**config.mk**
```make
export PLATFORM = sky130hd
export DESIGN_NAME = nco_sweep_ctrl
export DESIGN_NICKNAME = d
export VERILOG_FILES = /design/src/rtl/nco_ctrl_pkg.sv /design/src/rtl/dwell_timer.sv /design/src/rtl/nco_sweep_ctrl.sv
export SDC_FILE = /design/constraint.sdc
export NUM_CORES = 1
export LEC_CHECK = 0
export ABC_AREA = 0
export BUFFER_PORTS_ARGS = -buffer_cell sky130_fd_sc_hd__buf_2
export CAP_MARGIN = 40
export CORE_MARGIN = 2
export CORE_UTILIZATION = 40
export DETAILED_ROUTE_END_ITERATION = 10
export GPL_TIMING_DRIVEN = 0
export HOLD_SLACK_MARGIN = 0.15
export PLACE_DENSITY = 0.71
export SETUP_SLACK_MARGIN = 0.5
export SLEW_MARGIN = 15
export SYNTH_ARGS = -nofsm -noshare
export SYNTH_HDL_FRONTEND = slang
export SYNTH_SLANG_ARGS = --single-unit
export TNS_END_PERCENT = 30
```
**constraint.sdc**
```tcl
create_clock -name clk -period 2.7 [get_ports clk]
set_clock_uncertainty 0.05 [all_clocks]
set_input_delay 0.405 -clock clk [delete_from_list [all_inputs] [get_ports clk]]
set_output_delay 0.405 -clock clk [all_outputs]
set_load 0.02 [all_outputs]
```
**src/rtl/nco_ctrl_pkg.sv**
```systemverilog
// Shared state encoding and default widths for the NCO sweep controller.
package nco_ctrl_pkg;

    typedef enum logic [1:0] {
        IDLE  = 2'd0,
        SWEEP = 2'd1,
        DONE  = 2'd2
    } state_t;

    localparam int FREQ_W  = 8;
    localparam int DWELL_W = 12;
    localparam int STEP_W  = 6;

endpackage

```
**src/rtl/dwell_timer.sv**
```systemverilog
// Per-step dwell counter: counts 0..limit, wraps to 0 on terminal count.
module dwell_timer
    import nco_ctrl_pkg::*;
#(
    parameter int DWELL_BITS = DWELL_W
) (
    input  logic                  clk,
    input  logic                  rst_n,
    input  logic                  clear,
    input  logic [DWELL_BITS-1:0] limit,
    output logic                  tc
);

    logic [DWELL_BITS-1:0] count;

    assign tc = (count == limit);

    always_ff @(posedge clk or negedge rst_n) begin
        if (!rst_n) begin
            count <= '0;
        end else if (clear || tc) begin
            count <= '0;
        end else begin
            count <= count + 1'b1;
        end
    end

endmodule

```
**src/rtl/nco_sweep_ctrl.sv**
```systemverilog
// Frequency sweep sequencer: steps an NCO frequency word from a latched
// start value in fixed increments, holding each word for a dwell period.
module nco_sweep_ctrl
    import nco_ctrl_pkg::*;
#(
    parameter int FREQ_CTRL_WORD_LEN = FREQ_W,
    parameter int DWELL_BITS         = DWELL_W,
    parameter int STEP_BITS          = STEP_W
) (
    input  logic                          clk,
    input  logic                          rst_n,
    input  logic                          start,
    input  logic                          abort,
    input  logic [FREQ_CTRL_WORD_LEN-1:0] f_start,
    input  logic [FREQ_CTRL_WORD_LEN-1:0] f_step,
    input  logic [STEP_BITS-1:0]          n_steps,
    input  logic [DWELL_BITS-1:0]         dwell,
    input  logic                          loop_en,
    output logic [FREQ_CTRL_WORD_LEN-1:0] delta_phi,
    output logic                          nco_ena,
    output logic                          busy,
    output logic                          done,
    output logic [STEP_BITS-1:0]          step_idx
);

    state_t state;

    logic [FREQ_CTRL_WORD_LEN-1:0] f_start_q;
    logic [FREQ_CTRL_WORD_LEN-1:0] f_step_q;
    logic [STEP_BITS-1:0]          n_steps_q;
    logic [DWELL_BITS-1:0]         dwell_q;
    logic                          loop_q;

    logic tc;
    logic timer_clear;
    logic advance;
    logic last_step;

    // Counter only runs while sweeping; abort restarts it from zero.
    assign timer_clear = (state != SWEEP) || abort;
    assign advance     = (state == SWEEP) && tc;
    assign last_step   = (step_idx == n_steps_q);

    dwell_timer #(
        .DWELL_BITS(DWELL_BITS)
    ) u_dwell (
        .clk  (clk),
        .rst_n(rst_n),
        .clear(timer_clear),
        .limit(dwell_q),
        .tc   (tc)
    );

    always_ff @(posedge clk or negedge rst_n) begin
        if (!rst_n) begin
            state     <= IDLE;
            f_start_q <= '0;
            f_step_q  <= '0;
            n_steps_q <= '0;
            dwell_q   <= '0;
            loop_q    <= 1'b0;
            delta_phi <= '0;
            step_idx  <= '0;
            nco_ena   <= 1'b0;
            busy      <= 1'b0;
            done      <= 1'b0;
        end else if (abort) begin
            state   <= IDLE;
            nco_ena <= 1'b0;
            busy    <= 1'b0;
            done    <= 1'b0;
        end else begin
            unique case (state)
                IDLE: begin
                    done <= 1'b0;
                    if (start) begin
                        f_start_q <= f_start;
                        f_step_q  <= f_step;
                        n_steps_q <= n_steps;
                        dwell_q   <= dwell;
                        loop_q    <= loop_en;
                        delta_phi <= f_start;
                        step_idx  <= '0;
                        nco_ena   <= 1'b1;
                        busy      <= 1'b1;
                        state     <= SWEEP;
                    end
                end
                SWEEP: begin
                    if (advance) begin
                        unique case (1'b1)
                            !last_step: begin
                                delta_phi <= delta_phi + f_step_q;
                                step_idx  <= step_idx + 1'b1;
                            end
                            last_step && loop_q: begin
                                delta_phi <= f_start_q;
                                step_idx  <= '0;
                            end
                            last_step && !loop_q: begin
                                nco_ena <= 1'b0;
                                busy    <= 1'b0;
                                done    <= 1'b1;
                                state   <= DONE;
                            end
                        endcase
                    end
                end
                DONE: begin
                    done  <= 1'b0;
                    state <= IDLE;
                end
                default: begin
                    nco_ena <= 1'b0;
                    busy    <= 1'b0;
                    done    <= 1'b0;
                    state   <= IDLE;
                end
            endcase
        end
    end

endmodule

```
Word level (Yosys, flattened, before mapping)
Index checks and enable logic that the tools add are counted.

operators by class
  add/sub/neg operators = 3
  eq/ne operators = 12
  reduce and logical (&&, ||, !) cells = 14
  multiplexer cells = 23
  bitwise operators = 1

operators by type and width
  operator               count
  $pmux 8 s2             2
  $pmux 6 s2             2
  $mux 8                 2
  $add 12x1->12 const B  1
  $eq 12x12->1           1
  $mux 12                1
  $mux 6                 2
  $add 8x8->8            1
  $mux 1                 8
  $mux 2                 4
  $add 6x1->6 const B    1
  $eq 6x6->1             1
  $ne 2x2->1 const B     3
  $ne 3x3->1 const B     2
  $reduce_and 3->1       2
  $reduce_and 5->1       1
  $pmux 2 s2             1
  $reduce_and 4->1       1
  $logic_and 1x1->1      3
  $ne 3x1->1 const B     1
  $ne 3x2->1 const B     1
  $pmux 1 s3             1
  $eq 2x1->1 const B     1
  $eq 2x2->1 const B     1
  other kinds (7)        9

storage, ports and cells
  flip-flop bits (word level) = 65
  input bits = 39

Depth between registers and ports, before layout
  depth after elaboration = 6
  mapped depth = 9
  gate-level depth less buffers = 9

By module
From an unflattened synthesis, not the netlist that was laid out.

unflattened totals
  cells, all modules = 390
  area total of the unflattened synthesis = 3589.7 µm²

modules (own cells, without submodules)
  module          seq. area each (µm²)  instances  area each (µm²)  cells an instance
  nco_sweep_ctrl  1326.3                1          2777.7           318
  dwell_timer     300.3                 1          812.0            72

Worst setup path before layout
No wires, ideal clock.

  path type = reg2reg
  from = register delta_phi[0]
  to = register delta_phi[6]
  slack = 0.322 ns
  clock period less this slack = 2.378 ns
  arrival time = 2.207 ns
  path buffers = 0
  required time = 2.529 ns
  cell stages (with the launch flop) = 10
  library setup time = 0.121 ns
  cells stage by stage = dfrtp_1 ha_1 inv_1 fa_1 nor2b_1 o31a_1 o21a_1 or3_1 a311o_1 a22o_1

between the ends
  longest elaborated chain between the ends = 4

RTL lines
  element                 line                  text
  start, declared         nco_sweep_ctrl.sv:19  output logic [FREQ_CTRL_WORD_LEN-1:0] delta_phi,
  start signal, assigned  nco_sweep_ctrl.sv:82  delta_phi <= f_start;
  start signal, assigned  nco_sweep_ctrl.sv:93  delta_phi <= delta_phi + f_step_q;
  start signal, assigned  nco_sweep_ctrl.sv:97  delta_phi <= f_start_q;
  $add 8x8->8             nco_sweep_ctrl.sv:93
  $pmux 8 s2              nco_sweep_ctrl.sv:91  unique case (1'b1)
  $mux 8                  nco_sweep_ctrl.sv:90  if (advance) begin
  $pmux 8 s2              nco_sweep_ctrl.sv:73  unique case (state)

No other way between the ends. The select of a mux whose other input is x is not followed.
A chain may end at the register's enable or synchronous reset.

Final worst setup path
  from = register f_step_q[0]
  to = register delta_phi[6]

between the ends
  longest elaborated chain between the ends = 4

RTL lines
  element                 line                  text
  start, declared         nco_sweep_ctrl.sv:29  logic [FREQ_CTRL_WORD_LEN-1:0] f_step_q;
  start signal, assigned  nco_sweep_ctrl.sv:78  f_step_q <= f_step;
  $add 8x8->8             nco_sweep_ctrl.sv:93
  $pmux 8 s2              nco_sweep_ctrl.sv:91
  $mux 8                  nco_sweep_ctrl.sv:90
  $pmux 8 s2              nco_sweep_ctrl.sv:73

No other way between the ends. The select of a mux whose other input is x is not followed.

==> run metrics <==
outcome=completed; I/O pin count=between 50 and 60; First-pass DRT Iterations=4; Initial DRC Count=~120; Syn Std Cell Area=approximately 3400 um2; Flop pwr share=0.393; die width=about 96 um; GRT Total Usage=0.168; clock share of power=0.261; GP Congestion=~0.8; actual slew at the worst max-slew pin=between 0.7 and 0.8 ns; Synth area leader=dfrtp_1; drt total wl=7.06 mm; diode count=0; Worst Hold Class=input port to register; I/O Buffers=between 50 and 60; power per cell area=approximately 850 nW/um2; clock slew at reported path FFs=approximately 0.080 ns; Net Sw Power=between 1 and 1.5 mW; crit-path max FO=3; cells after synthesis=299; HPWL after detailed placement=a little over 5 mm; CP max stage cell=dfrtp_1; nature of the critical path endpoint=register; CP arrival=approximately 2.5 ns; syn_area_per_cell=roughly 11 um2; Worst path top cell family by delay=compound AO/OA/AOI/OAI gates; Post-route DRC=0; Fin. Hold Viols=0; Crit path largest cell delay=0.42 ns; total grt overflow=0; CTS tree=done; clk_lat worst skew=between 0.3 and 0.4 ns; Detail Route Antenna Nets=0; Rel. slew slack=0.520; Pins Over Slew Limit=0; global-route wire length before repair=between 10 and 15 mm; Synth top area share=0.480; RSZ-0062 raised after global routing=true; CTS max path bufs=2; Leak=1.84 nW; Synth area leaders=dfrtp_1, mux2_2, xnor2_1; Syn-to-layout area delta=21.5%; combinational share of power=0.345; Async S/R FF share, synth=1.00; Yosys warning total=0; critical path class=register to register; period utilization=0.851; Initial Util=0.412; Setup Viol. Count Final=0; post-synthesis cell type count=between 40 and 50; die footprint=a little over 9000 um2; DR WL/cell=14.7 um; maxcap violations=0; Int Power=between 2 and 2.5 mW; CTS root buffer=clkbuf_8; ys flop type=dfrtp_1; fin nets=roughly 420; r2r startpoint=f_step_q[0]; Hold Slack=around 0.23 ns; largest net degree at the start of global routing=39; htree depth=3; die height=a little under 100 um; row count=33; number of global-route vias before repair=2,395; Tmin final=2.30 ns; cells along the critical path=ha_4 > inv_2 > fa_2 > nor2b_1 > o31a_1 > o21a_1 > or3_1 > a311o_1 > a22o_1; initial antenna violation count=0; worst hold start=dwell[6]; CP Buf/Inv Count=1; VDD IR max=0.000288 V; Synth Register Bits=65; sw frac=0.339; Data required, critical path=2.89 ns; CTS Buf Count=9; share of post-route cells with drive strength above 1=0.361; DR vias/cell=about 5.1; achievable clock frequency=435 MHz; Crit. Startpoint=f_step_q[0]; sum of negative setup slack=0 ns; Syn Nets=roughly 350; vias=2,441; Clock Sinks=between 60 and 70; Startpoint Class=register; EDFF count, synth=0; core footprint=8220 um2; post-synthesis sequential area ratio=0.480
==> state kept, by name, summed over array words and instances, names as in the netlist <==
name,count
step_idx,6
dwell_q,12
f_start_q,8
done,1
loop_q,1
state,2
n_steps_q,6
delta_phi,8
u_dwell.count,12
busy,1
f_step_q,8
==> cell families after synthesis <==
| logic type | Yosys count | synth area share |
|---|---|---|
| buffers and inverters | 22 | 0.0310 |
| AO/OA/AOI/OAI | 42 | 0.0809 |
| multiplexers | 48 | 0.164 |
| AND/OR/NAND/NOR | 79 | 0.119 |
| XOR/XNOR | 33 | 0.0853 |
| flip-flops | 65 | 0.480 |
| adder cells (fa/ha/maj) | 10 | 0.0392 |
==> power groups by stage <==
stage / Clock [mW] / Combinational (mW) / Sequential [mW]
CTS: 0.936 / 1.21 / 1.37
global route: 0.986 / 1.34 / 1.40
global placement: 0 / 1.15 / 1.38
detailed placement: 0 / 1.18 / 1.39
finish: 0.911 / 1.20 / 1.37
floorplan: 0 / 0.799 / 1.45
==> cell usage in the layout (no fill, tap or decap), types with 3 or more instances in the layout <==
| master | n |
|---|---|
| dfrtp_1 | 64 |
| buf_2 | 57 |
| mux2_2 | 36 |
| nor2_1 | 24 |
| nand2_1 | 22 |
| xnor2_1 | 20 |
| xor2_1 | 13 |
| o21ai_0 | 13 |
| inv_1 | 10 |
| clkbuf_8 | 9 |
| a21oi_1 | 7 |
| o211ai_1 | 7 |
| ha_1 | 7 |
| nand4_1 | 6 |
| mux2i_1 | 6 |
| mux2_4 | 6 |
| nand3_1 | 5 |
| clkbuf_1 | 4 |
| or4_1 | 4 |
| buf_4 | 4 |
| or3_1 | 3 |
==> final timing paths <==
kind | end | slack (ns) | depth (start not counted)
setup / recovery | delta_phi[6] | 0.40 | 9
hold / removal | dwell_q[6] | 0.23 | 2
setup reg to reg | delta_phi[6] | 0.40 | 9
hold reg to reg | f_start_q[3] | 0.46 | 1
max in group asynchronous | delta_phi[0] | 1.62 | 3
min in group asynchronous | dwell_q[9] | 0.44 | 2
==> layer usage <==
| layer | vias to the layer above | global-route usage | wire length [um] |
|---|---|---|---|
| met5 | - | 0 | 0 |
| met4 | 0 | 0.0786 | 145 |
| met3 | 12 | 0.0501 | 287 |
| met2 | 47 | 0.249 | 3320 |
| met1 | 1188 | 0.224 | 3300 |
| li1 | 1194 | - | - |
==> final cells by class <==
type                            instances  area, um2
Buffer                                 11       63.8
Clock buffer                            9        124
Clock inverter                          7       95.1
Fill cell                             734       4100
Inverter                               11       41.3
Multi-Input combinational cell        212       1710
Sequential cell                        65       1630
Tap cell                              105        131
Timing Repair Buffer                   59        323
==> cells in the mapped netlist, types with 3 or more instances <==
cell type and instances:
dfrtp_1 65, mux2_2 36, nor2_1 24, nand2_1 23, xnor2_1 20, o21ai_0 13
xor2_1 13, inv_1 11, ha_1 9, a21oi_1 7, o211ai_1 7, mux2_4 6
mux2i_1 6, nand4_1 6, nand3_1 5, clkbuf_1 4, or4_1 4, buf_2 3
or3_1 3
==> what timing repair did <==
item                                    in CTS  in global routing
resized for setup                            2                  3
hold buffers                                 1                  0
buffers inserted                             1                  1
pin swaps                                    0                  1
hold endpoints to repair                    27                  0
endpoints found under the setup margin       8                 16
==> through the flow <==
stage / setup slack, ns / std cells / power (mW) / cell area [um2] / util
floorplan: 0.481 / 299 / 2.25 / 3420 / -
global placement: 0.449 / 459 / 2.53 / 3820 / 0.465
detailed placement: 0.425 / 460 / 2.58 / 3840 / 0.468
CTS: 0.409 / 478 / 3.52 / 4090 / 0.498
global route: 0.340 / 479 / 3.73 / 4120 / 0.501
finish: 0.402 / 479 / 3.49 / 4120 / 0.501
==> worst reg2reg max path, cell delays in order (launching register included) <==
cell	delay [ns]
dfrtp_1	0.42
ha_4	0.19
inv_2	0.05
fa_2	0.20
nor2b_1	0.07
o31a_1	0.27
o21a_1	0.19
or3_1	0.30
a311o_1	0.27
a22o_1	0.18
No activity file was read; power rests on OpenSTA's default activity.
